File: src/rtl/cvxif_dispatch_pkg.sv
// Shared types and width helpers for the CVXIF coprocessor dispatcher.
package cvxif_dispatch_pkg;

  typedef enum logic {
    RUN   = 1'b0,
    DRAIN = 1'b1
  } state_e;

  // Index width for n coprocessors, never narrower than one bit.
  function automatic int unsigned idx_width(input int unsigned n);
    return (n > 1) ? int'($clog2(n)) : 1;
  endfunction

  // Width able to hold 0..depth inclusive.
  function automatic int unsigned cnt_width(input int unsigned depth);
    return int'($clog2(depth + 1));
  endfunction

endpackage

File: src/rtl/cvxif_dispatch_rr_arb.sv
// Round-robin arbiter: one-hot grant starting the search at the stored pointer.
module cvxif_dispatch_rr_arb
  import cvxif_dispatch_pkg::*;
#(
  parameter int unsigned N = 2
) (
  input  logic         clk,
  input  logic         rst,
  input  logic [N-1:0] req,
  input  logic         update,
  output logic [N-1:0] gnt_c
);

  localparam int unsigned IdxW = idx_width(N);

  logic [IdxW-1:0] ptr_q;
  logic [IdxW-1:0] sel;
  logic [IdxW-1:0] cand;
  logic            found;

  always_comb begin
    gnt_c = '0;
    sel   = '0;
    cand  = '0;
    found = 1'b0;
    for (int unsigned k = 0; k < N; k++) begin
      cand = IdxW'((32'(ptr_q) + k) % N);
      if (!found && req[cand]) begin
        found = 1'b1;
        sel   = cand;
      end
    end
    if (found) gnt_c[sel] = 1'b1;
  end

  // Pointer moves just past the granted requester once its grant is consumed.
  always_ff @(posedge clk) begin
    if (rst) begin
      ptr_q <= '0;
    end else if (update && found) begin
      ptr_q <= IdxW'((32'(sel) + 1) % N);
    end
  end

endmodule

File: src/rtl/cvxif_coproc_dispatch.sv
// CVXIF issue/result dispatcher between one core port and NrCoproc coprocessors.
// Define CVXIF_DISPATCH_INORDER_EN to return results strictly in issue order.
module cvxif_coproc_dispatch
  import cvxif_dispatch_pkg::*;
#(
  parameter int unsigned NrCoproc    = 2,
  parameter int unsigned Depth       = 4,
  parameter int unsigned IdWidth     = 3,
  parameter int unsigned InstrWidth  = 32,
  parameter int unsigned ResultWidth = 64
) (
  input  logic                            clk_i,
  input  logic                            rst_i,
  input  logic                            flush_i,
  input  logic                            issue_valid_i,
  output logic                            issue_ready_o,
  input  logic [InstrWidth-1:0]           issue_instr_i,
  input  logic [IdWidth-1:0]              issue_id_i,
  output logic                            issue_accept_o,
  output logic [NrCoproc-1:0]             cp_issue_valid_o,
  output logic [InstrWidth-1:0]           cp_issue_instr_o,
  output logic [IdWidth-1:0]              cp_issue_id_o,
  input  logic [NrCoproc-1:0]             cp_issue_ready_i,
  input  logic [NrCoproc-1:0]             cp_issue_accept_i,
  input  logic [NrCoproc-1:0]             cp_res_valid_i,
  output logic [NrCoproc-1:0]             cp_res_ready_o,
  input  logic [NrCoproc*IdWidth-1:0]     cp_res_id_i,
  input  logic [NrCoproc*ResultWidth-1:0] cp_res_data_i,
  output logic                            res_valid_o,
  input  logic                            res_ready_i,
  output logic [IdWidth-1:0]              res_id_o,
  output logic [ResultWidth-1:0]          res_data_o,
  output logic                            busy_o
);

  localparam int unsigned IdxW = idx_width(NrCoproc);
  localparam int unsigned CntW = cnt_width(Depth);
  localparam int unsigned PtrW = $clog2(Depth);

  state_e                 state_q, state_d;
  logic [CntW-1:0]        count_q;
  logic [IdxW-1:0]        fifo_q [Depth];
  logic [PtrW-1:0]        wptr_q, rptr_q;
  logic [IdxW-1:0]        head;
  logic [IdxW-1:0]        winner;
  logic                   full, run, issue_hs, push, pop, out_free, rr_update;
  logic [NrCoproc-1:0]    res_req, gnt_c, take;
  logic [IdWidth-1:0]     res_id_c;
  logic [ResultWidth-1:0] res_data_c;

  // Issue path: broadcast, zero latency.
  assign full             = (count_q == CntW'(Depth));
  assign run              = (state_q == RUN);
  assign cp_issue_valid_o = {NrCoproc{issue_valid_i & ~full & run}};
  assign cp_issue_instr_o = issue_instr_i;
  assign cp_issue_id_o    = issue_id_i;
  assign issue_ready_o    = (&cp_issue_ready_i) & ~full & run;
  assign issue_hs         = issue_valid_i & issue_ready_o;
  assign issue_accept_o   = issue_hs & (|cp_issue_accept_i);
  assign push             = issue_accept_o;

  always_comb begin
    winner = '0;
    for (int i = int'(NrCoproc) - 1; i >= 0; i--) begin
      if (cp_issue_accept_i[i]) winner = IdxW'(i);
    end
  end

  always_ff @(posedge clk_i) begin
    if (push) fifo_q[wptr_q] <= winner;
  end

  always_ff @(posedge clk_i) begin
    if (rst_i) begin
      wptr_q <= '0;
      rptr_q <= '0;
    end else begin
      if (push) wptr_q <= wptr_q + PtrW'(1);
      if (pop)  rptr_q <= rptr_q + PtrW'(1);
    end
  end

  assign head = fifo_q[rptr_q];

`ifdef CVXIF_DISPATCH_INORDER_EN
  assign res_req   = cp_res_valid_i & (NrCoproc'(1) << head);
  assign rr_update = 1'b0;
`else
  logic unused_head;
  assign res_req     = cp_res_valid_i;
  assign rr_update   = pop;
  assign unused_head = ^head;
`endif

  cvxif_dispatch_rr_arb #(
    .N(NrCoproc)
  ) u_rr_arb (
    .clk    (clk_i),
    .rst    (rst_i),
    .req    (res_req),
    .update (rr_update),
    .gnt_c  (gnt_c)
  );

  // A result is only taken while something is outstanding and the output slot frees.
  assign out_free       = ~res_valid_o | res_ready_i;
  assign take           = gnt_c & {NrCoproc{out_free & (count_q != '0)}};
  assign cp_res_ready_o = take;
  assign pop            = |take;

  always_comb begin
    res_id_c   = '0;
    res_data_c = '0;
    for (int unsigned i = 0; i < NrCoproc; i++) begin
      if (take[i]) begin
        res_id_c   = cp_res_id_i[i*IdWidth +: IdWidth];
        res_data_c = cp_res_data_i[i*ResultWidth +: ResultWidth];
      end
    end
  end

  always_ff @(posedge clk_i) begin
    if (rst_i) begin
      res_valid_o <= 1'b0;
      res_id_o    <= '0;
      res_data_o  <= '0;
    end else if (pop) begin
      res_valid_o <= 1'b1;
      res_id_o    <= res_id_c;
      res_data_o  <= res_data_c;
    end else if (res_ready_i) begin
      res_valid_o <= 1'b0;
    end
  end

  always_ff @(posedge clk_i) begin
    if (rst_i) begin
      count_q <= '0;
    end else if (push && !pop) begin
      count_q <= count_q + CntW'(1);
    end else if (pop && !push) begin
      count_q <= count_q - CntW'(1);
    end
  end

  always_ff @(posedge clk_i) begin
    if (rst_i) state_q <= RUN;
    else       state_q <= state_d;
  end

  // Drain ends once nothing is outstanding and the output slot is not stalled.
  always_comb begin
    state_d = state_q;
    unique case (state_q)
      RUN:     if (flush_i) state_d = DRAIN;
      DRAIN:   if ((count_q == '0) && !(res_valid_o && !res_ready_i)) state_d = RUN;
      default: state_d = RUN;
    endcase
  end

  assign busy_o = (count_q != '0) | (state_q == DRAIN);

  res_needs_outstanding : assert property (
    @(posedge clk_i) disable iff (rst_i) (|cp_res_valid_i) |-> (count_q != '0)
  );

endmodule
File: config.mk
export PLATFORM = sky130hd
export DESIGN_NAME = cvxif_coproc_dispatch
export DESIGN_NICKNAME = d
export VERILOG_FILES = /design/src/rtl/cvxif_dispatch_pkg.sv /design/src/rtl/cvxif_dispatch_rr_arb.sv /design/src/rtl/cvxif_coproc_dispatch.sv
export SDC_FILE = /design/constraint.sdc
export NUM_CORES = 1
export LEC_CHECK = 0
export CAP_MARGIN = 0
export CORE_MARGIN = 3
export CORE_UTILIZATION = 34
export CTS_CLUSTER_SIZE = 30
export DETAILED_ROUTE_END_ITERATION = 7
export GPL_ROUTABILITY_DRIVEN = 1
export PLACE_DENSITY = 0.91
export SLEW_MARGIN = 40
export SYNTH_ARGS = -nofsm -noshare
export SYNTH_HDL_FRONTEND = slang
export SYNTH_SLANG_ARGS = --single-unit
export TNS_END_PERCENT = 10
File: constraint.sdc
create_clock -name clk_i -period 3.21 [get_ports clk_i]
set_clock_uncertainty 0.1 [all_clocks]
set_input_delay 0.4815 -clock clk_i [delete_from_list [all_inputs] [get_ports clk_i]]
set_output_delay 0.4815 -clock clk_i [all_outputs]
set_load 0.05 [all_outputs]
==> impl_metrics.py <==
metrics = {
    "grt": {
        "grt_util_met2": 0.343,
        "grt_max_degree": 69,
        "grt_pass1_wl_um": 20200,
        "gr-usage-met1": 0.215,
        "antenna_found_initial": 0,
        "grtUsageTotal": 0.195,
        "busiest_layer": "met2",
        "grt-ovfl-total": 0,
        "use_met3": 0.0571,
        "grt_pass1_vias": 4046,
    },
    "synthesis": {
        "ys_ff_latch": 73,
        "yosysTopAreaCellShare": 0.378,
        "seq_area_frac_synth": 0.378,
        "synth_top_area_cell": "dfxtp_1",
        "synthArstFlopShare": 0,
        "netlist_top_cells_area": "dfxtp_1 38%, a32oi_1 15%, o32ai_2 13%, o32ai_1 8.4%, buf_4 7.4%",
        "synth_nets": 577,
        "synth_cell_types": 30,
        "postSynthCellCount": 395,
        "synth_edf_count": 0,
        "syn_area_per_cell_um2": 9.80,
        "synth_area_um2": 3870,
        "yosysWarnings": 0,
        "synth_ff_type": "dfxtp_1",
    },
    "clock_tree": {
        "cts_resized": 0,
        "cts_root_buf": "clkbuf_16",
        "clockBufferDepth": 2,
        "postCtsHoldBufs": 0,
        "cts_setup_buffers": 0,
        "cts_buffers": 9,
        "clk-insertion-delay-late_ns": 0.32,
        "cts_tree": "yes",
        "clkSlewWorstSetupHoldPaths_ns": 0.06,
        "cts_sinks": 73,
        "cts-htree-levels": 3,
    },
    "timing": {
        "maxSlewHeadroom": 0.512,
        "slew_violations": 0,
        "min_period_over_period": 0.848,
        "timing.fmax_mhz": 367,
        "holdWs_ns": 0.377,
        "tns_ns": 0,
        "tightestPinTransition_ns": 0.733,
        "period_minus_slack_ns": 2.72,
        "hold_violations": 0,
        "setup_violations": 0,
        "rsz0062_at_grt": "no",
    },
    "power_and_ir_drop": {
        "power.switching_uw": 2520,
        "switching_share": 0.471,
        "power_density_nw_per_um2": 874,
        "internal_power_uw": 2830,
        "peakVddDrop_mv": 0.894,
        "pwr-share-seq": 0.256,
        "p_leak_uw": 0.00204,
        "pwr-share-clk": 0.167,
        "combPwrFrac": 0.577,
    },
    "cells_and_area": {
        "n_antenna_cell": 0,
        "final_nets": 735,
        "fin_util": 0.557,
        "area_delta_synth_final_pct": 58.1,
        "drive_above_1_share": 0.111,
        "post-route-cell-area_um2": 6120,
    },
    "critical_path": {
        "worstSetupPathType": "reg -> out",
        "slowest_delay_ns": 0.82,
        "path_cells": "nor2_1, a21oi_1, and3_1, clkdlybuf4s50_1",
        "worstSetupStartpointType": "register",
        "crit_path_end_kind": "output port",
        "crit_arrival_ns": 2.14,
        "cp_slowest_cell": "clkdlybuf4s50_1",
        "cp_top_family": "buffers and inverters",
        "crit_buf_inv": 1,
        "required_ns": 2.63,
        "crit_fanout": 4,
    },
    "die": {
        "initial_core_util": 0.352,
        "ios": 290,
        "dieArea_um2": 12700,
        "coreArea_um2": 11000,
        "die_x_um": 113,
        "die_h_um": 113,
        "rows": 38,
    },
    "job": {
        "drv_cap": 0,
    },
    "routing": {
        "ant_nets": 0,
        "via_per_inst": 5.46,
        "dr.pass1.iters": 4,
        "drt_iter0_drc": 212,
        "post-route-drc-count": 0,
        "vias": 3805,
        "wl_um": 12800,
        "wl_per_cell_um": 18.4,
    },
    "place": {
        "placed_area_um2": 5850,
        "io_buffer_count": 219,
        "place_hpwl_um": 9360,
        "gp_congestion": 0.813,
    },
    "run_status": {
        "outcome": "finished clean",
    },
    "worst_hold_path": {
        "hold_class": "reg -> reg",
    },
}
## metrics by stage
stage / setup WS (ns) / power [µW] / instances
6_report: 0.487 / 5350 / 697
5_1_grt: 0.389 / 5600 / 697
4_1_cts: 0.482 / 5370 / 697
3_5_place_dp: 0.402 / 4460 / 682
3_3_place_gp: 0.516 / 4360 / 681
2_1_floorplan: 0.607 / 3610 / 395
## placed cells by master, fill, tap and decap left out, types with 3 or more instances in the layout
cell,Yosys,layout
inv_1,70,70
clkdlybuf4s50_1,0,215
a21oi_1,3,3
dfxtp_1,73,73
nand2b_1,4,3
buf_4,38,9
clkbuf_16,0,9
a32oi_1,67,67
o32ai_2,30,30
o32ai_1,37,37
nor2_1,7,7
## final timing paths
kind	start	endpoint	slack (ns)	depth (start not counted)
max	count_q[0]	issue_accept_o	0.49	4
min	res_data_o[55]	res_data_o[55]	0.38	2
max reg2reg	count_q[0]	count_q[2]	0.75	9
min reg2reg	res_data_o[55]	res_data_o[55]	0.38	2
## worst register-to-register path: stages, from the launching register on
cell and delay [ns]:
dfxtp_1 0.47, nor2_1 0.08, a21oi_1 0.22, and3_1 0.23
ha_1 0.19, inv_1 0.07, fa_1 0.40, xor2_1 0.18
or3_1 0.31, a21oi_1 0.15
## state kept, by name, summed over array words and instances (netlist names)
register	flops
count_q	3
state_q	1
u_rr_arb.ptr_q	1
res_data_o	64
res_id_o	3
res_valid_o	1
## Yosys cell counts (2+ instances only)
cell / count
a21oi_1: 3
a32oi_1: 67
and3_1: 2
buf_2: 10
buf_4: 38
buf_6: 4
clkbuf_1: 29
dfxtp_1: 73
inv_1: 70
nand2b_1: 4
nor2_1: 7
nor2b_1: 2
o32ai_1: 37
o32ai_2: 30
or3_1: 3
xor2_1: 2
## power groups by stage
stage	Combinational (µW)	Clock (µW)	Sequential, µW
floorplan	1350	0	2260
global placement	2990	0	1360
detailed placement	3070	0	1380
CTS	3080	919	1370
global route	3250	949	1400
finish	3090	891	1370
## area by class of cell
cell class | instances | area [µm²]
repair buffers | 229 | 2280
clock inverters | 3 | 17.5
multi-input cells | 170 | 1670
flip-flops and latches | 73 | 1460
well taps | 140 | 175
clock buffers | 12 | 246
fillers | 936 | 4870
inverters | 70 | 263
## metal layers
metal | wire, µm | up-vias
li1 | - | 1789
met1 | 4940 | 1807
met2 | 6510 | 175
met3 | 1010 | 34
met4 | 328 | 0
met5 | 0 | -
## logic make-up (layout without fill, tap and decap cells)
kind of cell,count (synthesis),after routing,share of synthesized area
compound gates,143,143,0.377
buf+inv,152,314,0.196
flops,73,73,0.378
mux,1,1,0.00259
fa+ha+maj,2,2,0.00841
xor+xnor,2,2,0.00453
simple gates,22,22,0.0339
(Power assumes the default switching activity.)
